File: src/rtl/ddr4_cmd_sequencer.sv
// Closed-page DDR4 command sequencer: one read/write burst in flight, ACT -> RD|WR -> PRE timed
// from a single per-transaction cycle counter, with a write-burst serializer and read-burst deserializer on dq.
module ddr4_cmd_sequencer #(
  parameter int RANKS        = 1,
  parameter int BGWIDTH      = 2,
  parameter int BAWIDTH      = 2,
  parameter int ADDRWIDTH    = 17,
  parameter int COLWIDTH     = 10,
  parameter int DEVICE_WIDTH = 4,
  parameter int CHIPS        = 18,
  parameter int BL           = 8,
  parameter int TINIT        = 5,
  parameter int TRCD         = 15,
  parameter int TCL          = 15,
  parameter int TCWL         = 0,
  parameter int TRAS         = 36,
  parameter int TWR          = 16,
  parameter int TRP          = 15,
  localparam int DQWIDTH     = DEVICE_WIDTH * CHIPS,
  localparam int RKW         = (RANKS > 1) ? $clog2(RANKS) : 1
) (
  input  logic                    ck_t,
  input  logic                    reset_n,
  input  logic                    req_valid,
  output logic                    req_ready,
  input  logic                    req_write,
  input  logic [RKW-1:0]          req_rank,
  input  logic [BGWIDTH-1:0]      req_bg,
  input  logic [BAWIDTH-1:0]      req_ba,
  input  logic [ADDRWIDTH-1:0]    req_row,
  input  logic [COLWIDTH-1:0]     req_col,
  input  logic [DQWIDTH*BL-1:0]   req_wdata,
  output logic [DQWIDTH*BL-1:0]   rd_data,
  output logic                    rd_valid,
  output logic                    cke,
  output logic                    odt,
  output logic                    parity,
  output logic [RANKS-1:0]        cs_n,
  output logic                    act_n,
  output logic [ADDRWIDTH-1:0]    A,
  output logic [BGWIDTH-1:0]      bg,
  output logic [BAWIDTH-1:0]      ba,
  output logic [DQWIDTH-1:0]      dq_out,
  output logic                    dq_oe,
  input  logic [DQWIDTH-1:0]      dq_in,
  output logic [CHIPS-1:0]        dqs_t_out,
  output logic [CHIPS-1:0]        dqs_c_out
);

  localparam int TW   = $clog2(TRCD + TCL + TCWL + TRAS + TWR + TRP + 2 * BL + 2) + 1;
  localparam int IW   = $clog2(TINIT + 1);
  localparam int BW   = (BL > 1) ? $clog2(BL) : 1;
  localparam int PWRI = (TRAS > TRCD + TCWL + BL + TWR) ? TRAS : (TRCD + TCWL + BL + TWR);
  localparam int PRDI = (TRAS > TRCD + 1) ? TRAS : (TRCD + 1);

  localparam logic [TW-1:0] T_ONE   = TW'(1);
  localparam logic [TW-1:0] T_CMD   = TW'(TRCD);
  localparam logic [TW-1:0] T_WR0   = TW'(TRCD + TCWL);
  localparam logic [TW-1:0] T_WRL   = TW'(TRCD + TCWL + BL - 1);
  localparam logic [TW-1:0] T_RD0   = TW'(TRCD + TCL);
  localparam logic [TW-1:0] T_RDL   = TW'(TRCD + TCL + BL - 1);
  localparam logic [TW-1:0] T_PWR   = TW'(PWRI);
  localparam logic [TW-1:0] T_PRD   = TW'(PRDI);
  localparam logic [TW-1:0] T_TRPM1 = TW'(TRP - 1);
  localparam logic [IW-1:0] INIT_LAST = IW'(TINIT - 1);

  localparam logic [ADDRWIDTH-1:0] A_WR  = ADDRWIDTH'(17'h10000);
  localparam logic [ADDRWIDTH-1:0] A_RD  = ADDRWIDTH'(17'h14000);
  localparam logic [ADDRWIDTH-1:0] A_PRE = ADDRWIDTH'(17'h08000);

  localparam logic [3:0] S_INIT      = 4'd0;
  localparam logic [3:0] S_IDLE      = 4'd1;
  localparam logic [3:0] S_ACT       = 4'd2;
  localparam logic [3:0] S_TRCD_WAIT = 4'd3;
  localparam logic [3:0] S_CMD       = 4'd4;
  localparam logic [3:0] S_DATA      = 4'd5;
  localparam logic [3:0] S_PRE_WAIT  = 4'd6;
  localparam logic [3:0] S_PRE       = 4'd7;
  localparam logic [3:0] S_TRP_WAIT  = 4'd8;

  function automatic logic [RANKS-1:0] cs_decode(input logic [RKW-1:0] rank);
    cs_decode = ~(RANKS'(1) << rank);
  endfunction

  function automatic logic cmd_parity(input logic                 act_n_v,
                                      input logic [ADDRWIDTH-1:0] a_v,
                                      input logic [BGWIDTH-1:0]   bg_v,
                                      input logic [BAWIDTH-1:0]   ba_v);
    cmd_parity = ^{act_n_v, a_v, bg_v, ba_v};
  endfunction

  logic [3:0]              state_q, state_d;
  logic [IW-1:0]           init_cnt_q, init_cnt_d;
  logic [TW-1:0]           t_q, t_d;
  logic                    wr_q, wr_d;
  logic [RKW-1:0]          rank_q, rank_d;
  logic [BGWIDTH-1:0]      lat_bg_q, lat_bg_d;
  logic [BAWIDTH-1:0]      lat_ba_q, lat_ba_d;
  logic [COLWIDTH-1:0]     lat_col_q, lat_col_d;
  logic [DQWIDTH*BL-1:0]   wdata_q, wdata_d;

  logic                    cke_q, cke_d;
  logic                    odt_q, odt_d;
  logic                    parity_q, parity_d;
  logic [RANKS-1:0]        cs_n_q, cs_n_d;
  logic                    act_n_q, act_n_d;
  logic [ADDRWIDTH-1:0]    a_q, a_d;
  logic [BGWIDTH-1:0]      bg_q, bg_d;
  logic [BAWIDTH-1:0]      ba_q, ba_d;
  logic [DQWIDTH-1:0]      dq_out_q, dq_out_d;
  logic                    dq_oe_q, dq_oe_d;
  logic [CHIPS-1:0]        dqs_t_q, dqs_t_d;
  logic [CHIPS-1:0]        dqs_c_q, dqs_c_d;
  logic [DQWIDTH*BL-1:0]   rd_data_q, rd_data_d;
  logic                    rd_valid_q, rd_valid_d;

  logic                    cmd_s;
  logic                    go_pre_s;
  logic                    busy_s;
  logic [TW-1:0]           p_sel_s;
  logic [BW-1:0]           wbeat_s;
  logic [BW-1:0]           rbeat_s;

  // Next-state and next-cycle pin values; every DIMM pin is registered from these.
  always_comb begin
    state_d    = state_q;
    init_cnt_d = init_cnt_q;
    t_d        = t_q + T_ONE;
    wr_d       = wr_q;
    rank_d     = rank_q;
    lat_bg_d   = lat_bg_q;
    lat_ba_d   = lat_ba_q;
    lat_col_d  = lat_col_q;
    wdata_d    = wdata_q;
    cke_d      = cke_q;
    cs_n_d     = '1;
    act_n_d    = 1'b1;
    a_d        = '0;
    bg_d       = '0;
    ba_d       = '0;
    cmd_s      = 1'b0;
    go_pre_s   = 1'b0;
    odt_d      = 1'b0;
    dq_oe_d    = 1'b0;
    dq_out_d   = '0;
    dqs_t_d    = '0;
    dqs_c_d    = '0;
    rd_data_d  = rd_data_q;
    rd_valid_d = 1'b0;
    busy_s     = (state_q != S_INIT) && (state_q != S_IDLE);
    p_sel_s    = wr_q ? T_PWR : T_PRD;
    wbeat_s    = BW'(t_d - T_WR0);
    rbeat_s    = BW'(t_q - T_RD0);

    case (state_q)
      S_INIT: begin
        cke_d = 1'b1;
        t_d   = '0;
        if (init_cnt_q == INIT_LAST) begin
          state_d = S_IDLE;
        end else begin
          init_cnt_d = init_cnt_q + IW'(1);
        end
      end
      S_IDLE: begin
        t_d = '0;
        if (req_valid) begin
          state_d   = S_ACT;
          wr_d      = req_write;
          rank_d    = req_rank;
          lat_bg_d  = req_bg;
          lat_ba_d  = req_ba;
          lat_col_d = req_col;
          wdata_d   = req_wdata;
          cs_n_d    = cs_decode(req_rank);
          act_n_d   = 1'b0;
          a_d       = req_row;
          bg_d      = req_bg;
          ba_d      = req_ba;
          cmd_s     = 1'b1;
        end else begin
          state_d = S_IDLE;
        end
      end
      S_ACT, S_TRCD_WAIT: begin
        if (t_d == T_CMD) begin
          state_d = S_CMD;
          cs_n_d  = cs_decode(rank_q);
          a_d     = (wr_q ? A_WR : A_RD) | ADDRWIDTH'(lat_col_q);
          bg_d    = lat_bg_q;
          ba_d    = lat_ba_q;
          cmd_s   = 1'b1;
        end else begin
          state_d = S_TRCD_WAIT;
        end
      end
      S_CMD: begin
        state_d = S_DATA;
      end
      S_DATA: begin
        // Reads only gate PRE by the read-to-precharge spacing; the burst keeps arriving after PRE.
        if (!wr_q || (t_q >= T_WRL)) begin
          if (t_d >= p_sel_s) begin
            go_pre_s = 1'b1;
          end else begin
            state_d = S_PRE_WAIT;
          end
        end else begin
          state_d = S_DATA;
        end
      end
      S_PRE_WAIT: begin
        if (t_d >= p_sel_s) begin
          go_pre_s = 1'b1;
        end else begin
          state_d = S_PRE_WAIT;
        end
      end
      S_PRE, S_TRP_WAIT: begin
        // IDLE one cycle early so an accepted request's ACT lands exactly TRP after PRE.
        if (t_d >= p_sel_s + T_TRPM1) begin
          state_d = S_IDLE;
        end else begin
          state_d = S_TRP_WAIT;
        end
      end
      default: begin
        state_d = S_INIT;
      end
    endcase

    if (go_pre_s) begin
      state_d = S_PRE;
      cs_n_d  = cs_decode(rank_q);
      a_d     = A_PRE;
      bg_d    = lat_bg_q;
      ba_d    = lat_ba_q;
      cmd_s   = 1'b1;
    end else begin
      cmd_s = cmd_s;
    end

    if (busy_s && wr_q && (t_d >= T_WR0) && (t_d <= T_WRL)) begin
      dq_oe_d  = 1'b1;
      odt_d    = 1'b1;
      dqs_t_d  = '1;
      dqs_c_d  = '0;
      dq_out_d = wdata_q[32'(wbeat_s) * DQWIDTH +: DQWIDTH];
    end else begin
      dq_oe_d = 1'b0;
    end

    if (busy_s && !wr_q && (t_q >= T_RD0) && (t_q <= T_RDL)) begin
      rd_data_d[32'(rbeat_s) * DQWIDTH +: DQWIDTH] = dq_in;
      rd_valid_d = (t_q == T_RDL);
    end else begin
      rd_valid_d = 1'b0;
    end

    parity_d = cmd_s ? cmd_parity(act_n_d, a_d, bg_d, ba_d) : 1'b0;
  end

  // State, latched request and registered DIMM pins.
  always_ff @(posedge ck_t or negedge reset_n) begin
    if (!reset_n) begin
      state_q    <= S_INIT;
      init_cnt_q <= '0;
      t_q        <= '0;
      wr_q       <= 1'b0;
      rank_q     <= '0;
      lat_bg_q   <= '0;
      lat_ba_q   <= '0;
      lat_col_q  <= '0;
      wdata_q    <= '0;
      cke_q      <= 1'b0;
      odt_q      <= 1'b0;
      parity_q   <= 1'b0;
      cs_n_q     <= '1;
      act_n_q    <= 1'b1;
      a_q        <= '0;
      bg_q       <= '0;
      ba_q       <= '0;
      dq_out_q   <= '0;
      dq_oe_q    <= 1'b0;
      dqs_t_q    <= '0;
      dqs_c_q    <= '0;
      rd_data_q  <= '0;
      rd_valid_q <= 1'b0;
    end else begin
      state_q    <= state_d;
      init_cnt_q <= init_cnt_d;
      t_q        <= t_d;
      wr_q       <= wr_d;
      rank_q     <= rank_d;
      lat_bg_q   <= lat_bg_d;
      lat_ba_q   <= lat_ba_d;
      lat_col_q  <= lat_col_d;
      wdata_q    <= wdata_d;
      cke_q      <= cke_d;
      odt_q      <= odt_d;
      parity_q   <= parity_d;
      cs_n_q     <= cs_n_d;
      act_n_q    <= act_n_d;
      a_q        <= a_d;
      bg_q       <= bg_d;
      ba_q       <= ba_d;
      dq_out_q   <= dq_out_d;
      dq_oe_q    <= dq_oe_d;
      dqs_t_q    <= dqs_t_d;
      dqs_c_q    <= dqs_c_d;
      rd_data_q  <= rd_data_d;
      rd_valid_q <= rd_valid_d;
    end
  end

  assign req_ready = (state_q == S_IDLE);
  assign rd_data   = rd_data_q;
  assign rd_valid  = rd_valid_q;
  assign cke       = cke_q;
  assign odt       = odt_q;
  assign parity    = parity_q;
  assign cs_n      = cs_n_q;
  assign act_n     = act_n_q;
  assign A         = a_q;
  assign bg        = bg_q;
  assign ba        = ba_q;
  assign dq_out    = dq_out_q;
  assign dq_oe     = dq_oe_q;
  assign dqs_t_out = dqs_t_q;
  assign dqs_c_out = dqs_c_q;

endmodule

File: config.mk
export PLATFORM = sky130hd
export DESIGN_NAME = ddr4_cmd_sequencer
export DESIGN_NICKNAME = d
export VERILOG_FILES = /design/src/rtl/ddr4_cmd_sequencer.sv
export SDC_FILE = /design/constraint.sdc
export NUM_CORES = 2
export LEC_CHECK = 0
export CAP_MARGIN = 20
export CORE_AREA = 2 2 538 540
export CTS_CLUSTER_DIAMETER = 50
export CTS_CLUSTER_SIZE = 40
export DETAILED_ROUTE_END_ITERATION = 16
export DIE_AREA = 0 0 540 542
export GPL_ROUTABILITY_DRIVEN = 0
export REMOVE_ABC_BUFFERS = 1
export SLEW_MARGIN = 40
export SYNTH_ARGS = -nofsm -noshare
export SYNTH_HDL_FRONTEND = slang
export SYNTH_SLANG_ARGS = --single-unit
File: constraint.sdc
create_clock -name ck_t -period 4 [get_ports ck_t]
set_input_delay 0.4 -clock ck_t [delete_from_list [all_inputs] [get_ports ck_t]]
set_output_delay 0.4 -clock ck_t [all_outputs]
set_load 0.005 [all_outputs]
; Yosys cells after proc, flatten, opt, wreduce, memory -nomap -nowiden
; Index checks and enable logic that the tools add are counted.
[word_totals]
wordCells = 117
out_inout_bits = 713
ff_bits = 1300
[op_classes]
n_mux = 42
n_bitwise = 4
n_eq_ne = 13
shift = 5
n_mul = 2
add_sub_neg = 6
order_cmp = 7
reduce_logical = 17
[ops]
columns = op, n
row1 = bitwise mux 576 bit, 1
row2 = variable shift 72 x 34 -> 576 bit (first input constant), 1
row3 = variable part select 576 x 11 -> 72 bit, 1
row4 = variable part select 72 x 34 -> 576 bit, 1
row5 = two-way mux 72 bit, 1
row6 = two-way mux 17 bit, 3
row7 = negation 10 -> 34 bit, 1
row8 = one-hot mux 17 bit (2 select lines), 1
row9 = one-hot mux 4 bit (7 select lines), 1
row10 = parity 22 bit, 1
row11 = two-way mux 4 bit, 5
row12 = two-way mux 18 bit, 1
row13 = bitwise OR 17 x 10 -> 17 bit, 1
row14 = equality test 4 x 3 -> 1 bit (second input constant), 4
row15 = greater-or-equal comparator 8 x 5 -> 1 bit (second input constant), 2
row16 = two-way mux 2 bit, 8
row17 = two-way mux 15 bit, 1
row18 = multiplier 3 x 4 -> 7 bit (second input constant), 2
row19 = two-way mux 1 bit, 13
row20 = adder 8 x 1 -> 8 bit (second input constant), 1
row21 = equality test 4 x 2 -> 1 bit (second input constant), 2
row22 = equality test 8 x 4 -> 1 bit (second input constant), 1
row23 = equality test 8 x 6 -> 1 bit (second input constant), 1
row24 = greater-or-equal comparator 8 x 4 -> 1 bit (second input constant), 1
row25 = 25 further kinds, 41

; Logic depth before layout (Yosys ltp)
[logic_depth]
word_depth = 8
ltp_mapped = 15
mapped_depth_nobuf = 12

; Least setup slack after synthesis
; No wires, ideal clock.
[synth_timing]
path_type = reg2reg
startpoint = reg t_q[0]
endpoint = reg rd_data_q[46], in the netlist rd_data[46]
setup_time_ps = 119
n_path_buf = 6
arrival_time_ps = 3302
setup_slack_ps = 579
synth_period_minus_slack_ps = 3421
path_stages_with_launch = 15
required_time_ps = 3881
cell_sequence = dfrtp_1 -> buf_2 -> inv_1 -> ha_1 -> clkbuf_2 -> inv_1 -> ha_1 -> clkbuf_1 -> clkbuf_1 -> buf_1 -> nand2_1 -> a21oi_1 -> clkbuf_1 -> o221ai_1 -> o21a_1
[synth_between]
elab_chain_len = 5
[synth_rtl]
columns = element, line_no
row1 = from (decl), 94  ; logic [TW-1:0] t_q, t_d;
row2 = from (signal assigned), 292  ; t_q <= t_d;
row3 = subtractor 3 bit, 153  ; rbeat_s = BW'(t_q - T_RD0);
row4 = multiplier 3 x 4 -> 7 bit, 254  ; rd_data_d[32'(rbeat_s) * DQWIDTH +: DQWIDTH] = dq_in;
row5 = negation 10 -> 34 bit, 254
row6 = variable part select 72 x 34 -> 576 bit or variable shift 72 x 34 -> 576 bit (tied branches), 254
row7 = bitwise mux 576 bit, 254
row8 = to (signal assigned), 311  ; rd_data_q <= rd_data_d;
row9 = to (decl), 114  ; logic [DQWIDTH*BL-1:0] rd_data_q, rd_data_d;
; Several ways; a longest one is shown, not always the timed one.
; A chain may end at the register's enable or synchronous reset.

; Final worst setup path
[layout_timing]
startpoint = reg t_q[0]
endpoint = reg rd_data_q[260], in the netlist rd_data[260]
; Same word-level chain as after synthesis.

==> impl_metrics.toml <==
[synthesis]
synth.distinct_cells = 86
synth_area_leader_cell = "dfrtp_1"
synthArstFlopShare_pct = 100
synth_edf_count = 0
ys_ff_latch = 1282
synthesis.area_sq_um = 58800
synthMostInstantiatedCell = "nand2_1"
yosysSeqAreaShare_pct = 54.6
yosys-top-cells-count = "2362 x nand2_1, 1280 x dfrtp_1, 334 x clkbuf_1"
ys_top_cells_by_area = "dfrtp_1 54%, nand2_1 15%, mux4_2 5.8%"
ys_warn_count = 0
synthFlopType = "dfrtp_1"
syn_inst = 6062
synth_area_per_cell_sq_um = 9.70
synth_top_area_share_pct = 54.5

[timing]
max_freq_ghz = 0.250
holdWs_ps = 77.2
hold_viol = 0
post-route-worst-setup-slack_ps = 5.36
clock_skew_ps = 92.6
fin_crit_sh_pct = 99.9
setup_violations = 0
setup-tns-final_ps = 0
worst_slew_pin_slew_ps = 929
period_needed_ps = 3990
maxSlewViolCount = 0
maxSlewHeadroom_pct = 37.9
rsz0062_at_grt = "false"

[placement]
port_buffers = 1378
dp_slack_ps = 192
dp_hpwl_um = 244000

[critical_path]
path_max_fanout = 26
r2r_cells = 12
cp-end-kind = "register"
required_ps = 4740
crit_top_cell = "buf_4"
arrival_ps = 4730
cpMaxStageDelayCell = "mux2i_1"
startpoint_type = "register"
crit_buf_inv = 6
slowest_delay_ps = 650
cpLargestDelayFamily = "buffers and inverters"
crit_type = "register to register"
path_depth = 12
worstPathCellList = "inv_1 -> ha_1 -> buf_4 -> inv_1 -> ha_4 -> buf_4 -> buf_4 -> mux2i_1 -> buf_4 -> a32oi_1 -> or2_2 -> o21ai_0"

[hold_path]
min_path_type = "primary input to register"
holdPathStages = 3

[route]
ant_nets = 0
wl_per_cell_um = 27.3
dr.pass1.iters = 11
via_per_inst = 4.77
drt-total-wl_um = 313000
dr_total_vias = 54700
drtIter0Drc = 6094
remaining_drc_errors = 0

[outcome]
status = "finished clean"

[final_layout]
multiInputGateArea_sq_um = 24900
seq_area_sq_um = 32100
drive_gt1_share_pct = 14.4
final_util_pct = 29.5
area_growth_pct = 44.1
nFillCells = 29700
nets = 8187

[clocking]
root_buffer = "clkbuf_16"
cts_inserted_buffers = 170
post_cts_buffers = 0
cts_htree_levels = 4
cts_tree = "done"
clockBufferDepth = 4
clkSinkCount = 1282
clk-insertion-delay-late_ps = 880
path_clk_slew_ps = 70

[global_routing]
antenna_found_initial = 84
grt.overflow.total = 0
grt_pass1_wl_um = 432000
grt_pass1_vias = 54500
grt_max_degree = 198
gr-usage-all-layers_pct = 20.7

[pwr]
comb_power_share_pct = 5.5
sw_frac_of_total_pct = 27.0
power.leakage_nw = 39.1
switching_power_mw = 8.34
clkPwrFrac_pct = 52.5
pwr_density_cell_nw_per_um2 = 365
intPower_mw = 22.6
peakVddDrop_v = 0.000290
finalPower_mw = 30.9
p_seq_share_pct = 42.0

[floorplan]
core_sq_um = 287000
rows = 197
die-area_sq_um = 293000
io_pins = 1397
die_h_um = 542
start_util_pct = 20.5
die_w_um = 540

[job]
drv_cap = 0
[final timing paths]
| check | start | endpoint | slack (ps) |
|---|---|---|---|
| worst min-delay path | req_wdata[63] | wdata_q[63] | 80 |
| worst max-delay path | t_q[0] | rd_data[260] | 5 |
| worst min register to register | wdata_q[242] | wdata_q[242] | 470 |
| max in group asynchronous | reset_n | wdata_q[443] | 2480 |
| min in group asynchronous | reset_n | rd_data[564] | 210 |
| worst max register to register | t_q[0] | rd_data[260] | 5 |
[power by group through the flow]
stage / clock network [mW] / registers [mW] / logic [mW]
2_1_floorplan: 0 / 13.2 / 0.234
3_3_place_gp: 0 / 13.2 / 1.68
3_5_place_dp: 0 / 13.2 / 1.68
4_1_cts: 16.6 / 13.0 / 1.70
5_1_grt: 17.1 / 13.0 / 1.80
6_report: 16.2 / 13.0 / 1.71
[cells in the final DEF (no fill, tap or decap), types with 14 or more instances in the layout]
master	Yosys	routed
a21oi_1	223	220
a22o_1	33	33
a22oi_1	109	109
a31oi_1	39	39
a32oi_1	24	24
and3_1	15	14
buf_12	0	41
buf_4	43	250
clkbuf_16	0	170
clkdlybuf4s50_1	0	1375
clkinv_8	0	29
conb_1	1	18
dfrtp_1	1280	1279
diode_2	0	55
ha_1	18	16
inv_1	24	22
inv_6	0	25
inv_8	0	36
mux2_2	257	257
mux2i_1	64	64
mux4_2	152	152
nand2_1	2362	2359
nand2b_1	29	29
nand3_1	25	24
nor2_1	278	272
nor3_1	40	37
o211ai_1	15	15
o21a_1	43	43
o21ai_0	261	261
o221ai_1	40	40
o22a_1	25	25
o22ai_1	55	54
o31ai_1	43	43
or2_2	24	24
[routing by layer]
| layer | GRT usage (%) | vias up | wire (um) |
|---|---|---|---|
| met3 | 5.47 | 890 | 27500 |
| met4 | 14.9 | 22 | 26300 |
| met5 | 0 | - | 135 |
| met1 | 22.4 | 27100 | 108000 |
| met2 | 35.0 | 3314 | 151000 |
| li1 | - | 23400 | - |
[state kept, by name (all words and copies together), names as in the netlist, 3 cells and up]
register    cells
dq_out         72
rd_data       576
t_q             8
init_cnt_q      3
state_q         4
wdata_q       576
A              17
lat_col_q      10
[cell families after synthesis]
| logic type | after synthesis | share of synthesized area, % |
|---|---|---|
| XOR/XNOR | 19 | 0.379 |
| buffers and inverters | 472 | 3.40 |
| AND/OR/NAND/NOR | 2836 | 19.0 |
| AO/OA/AOI/OAI | 959 | 10.4 |
| other | 1 | 0.00638 |
| flip-flops | 1282 | 54.6 |
| multiplexers | 475 | 11.9 |
| adder cells (fa/ha/maj) | 18 | 0.383 |
[through the flow]
step / cells / instance area (sq um)
2_1_floorplan: 5632 / 56900
3_3_place_gp: 11100 / 78300
3_5_place_dp: 11100 / 78400
4_1_cts: 11400 / 84500
5_1_grt: 11400 / 84700
6_report: 11500 / 84700
[worst register-to-register path, cell delays in order (launching register included)]
cell and delay (ps):
dfrtp_4 500, inv_1 90, ha_1 180, buf_4 220, inv_1 140, ha_4 540
buf_4 430, buf_4 300, mux2i_1 660, buf_4 290, a32oi_1 80, or2_2 310
o21ai_0 150
[area by class of cell]
type,count,area share (%)
diodes,55,0.162
clock buffers,186,5.20
clock inverters,129,1.98
inverters,25,0.124
multi-input cells,4325,29.4
flip-flops and latches,1282,37.9
well taps,3781,5.58
repair buffers,1681,19.7
[what timing repair did]
action                     CTS  global route
hold endpoints to repair    69             0
hold buffers                 7             0
setup endpoints to repair    0            16
resized for setup            0             3
Power figures use the tool's default switching activity.
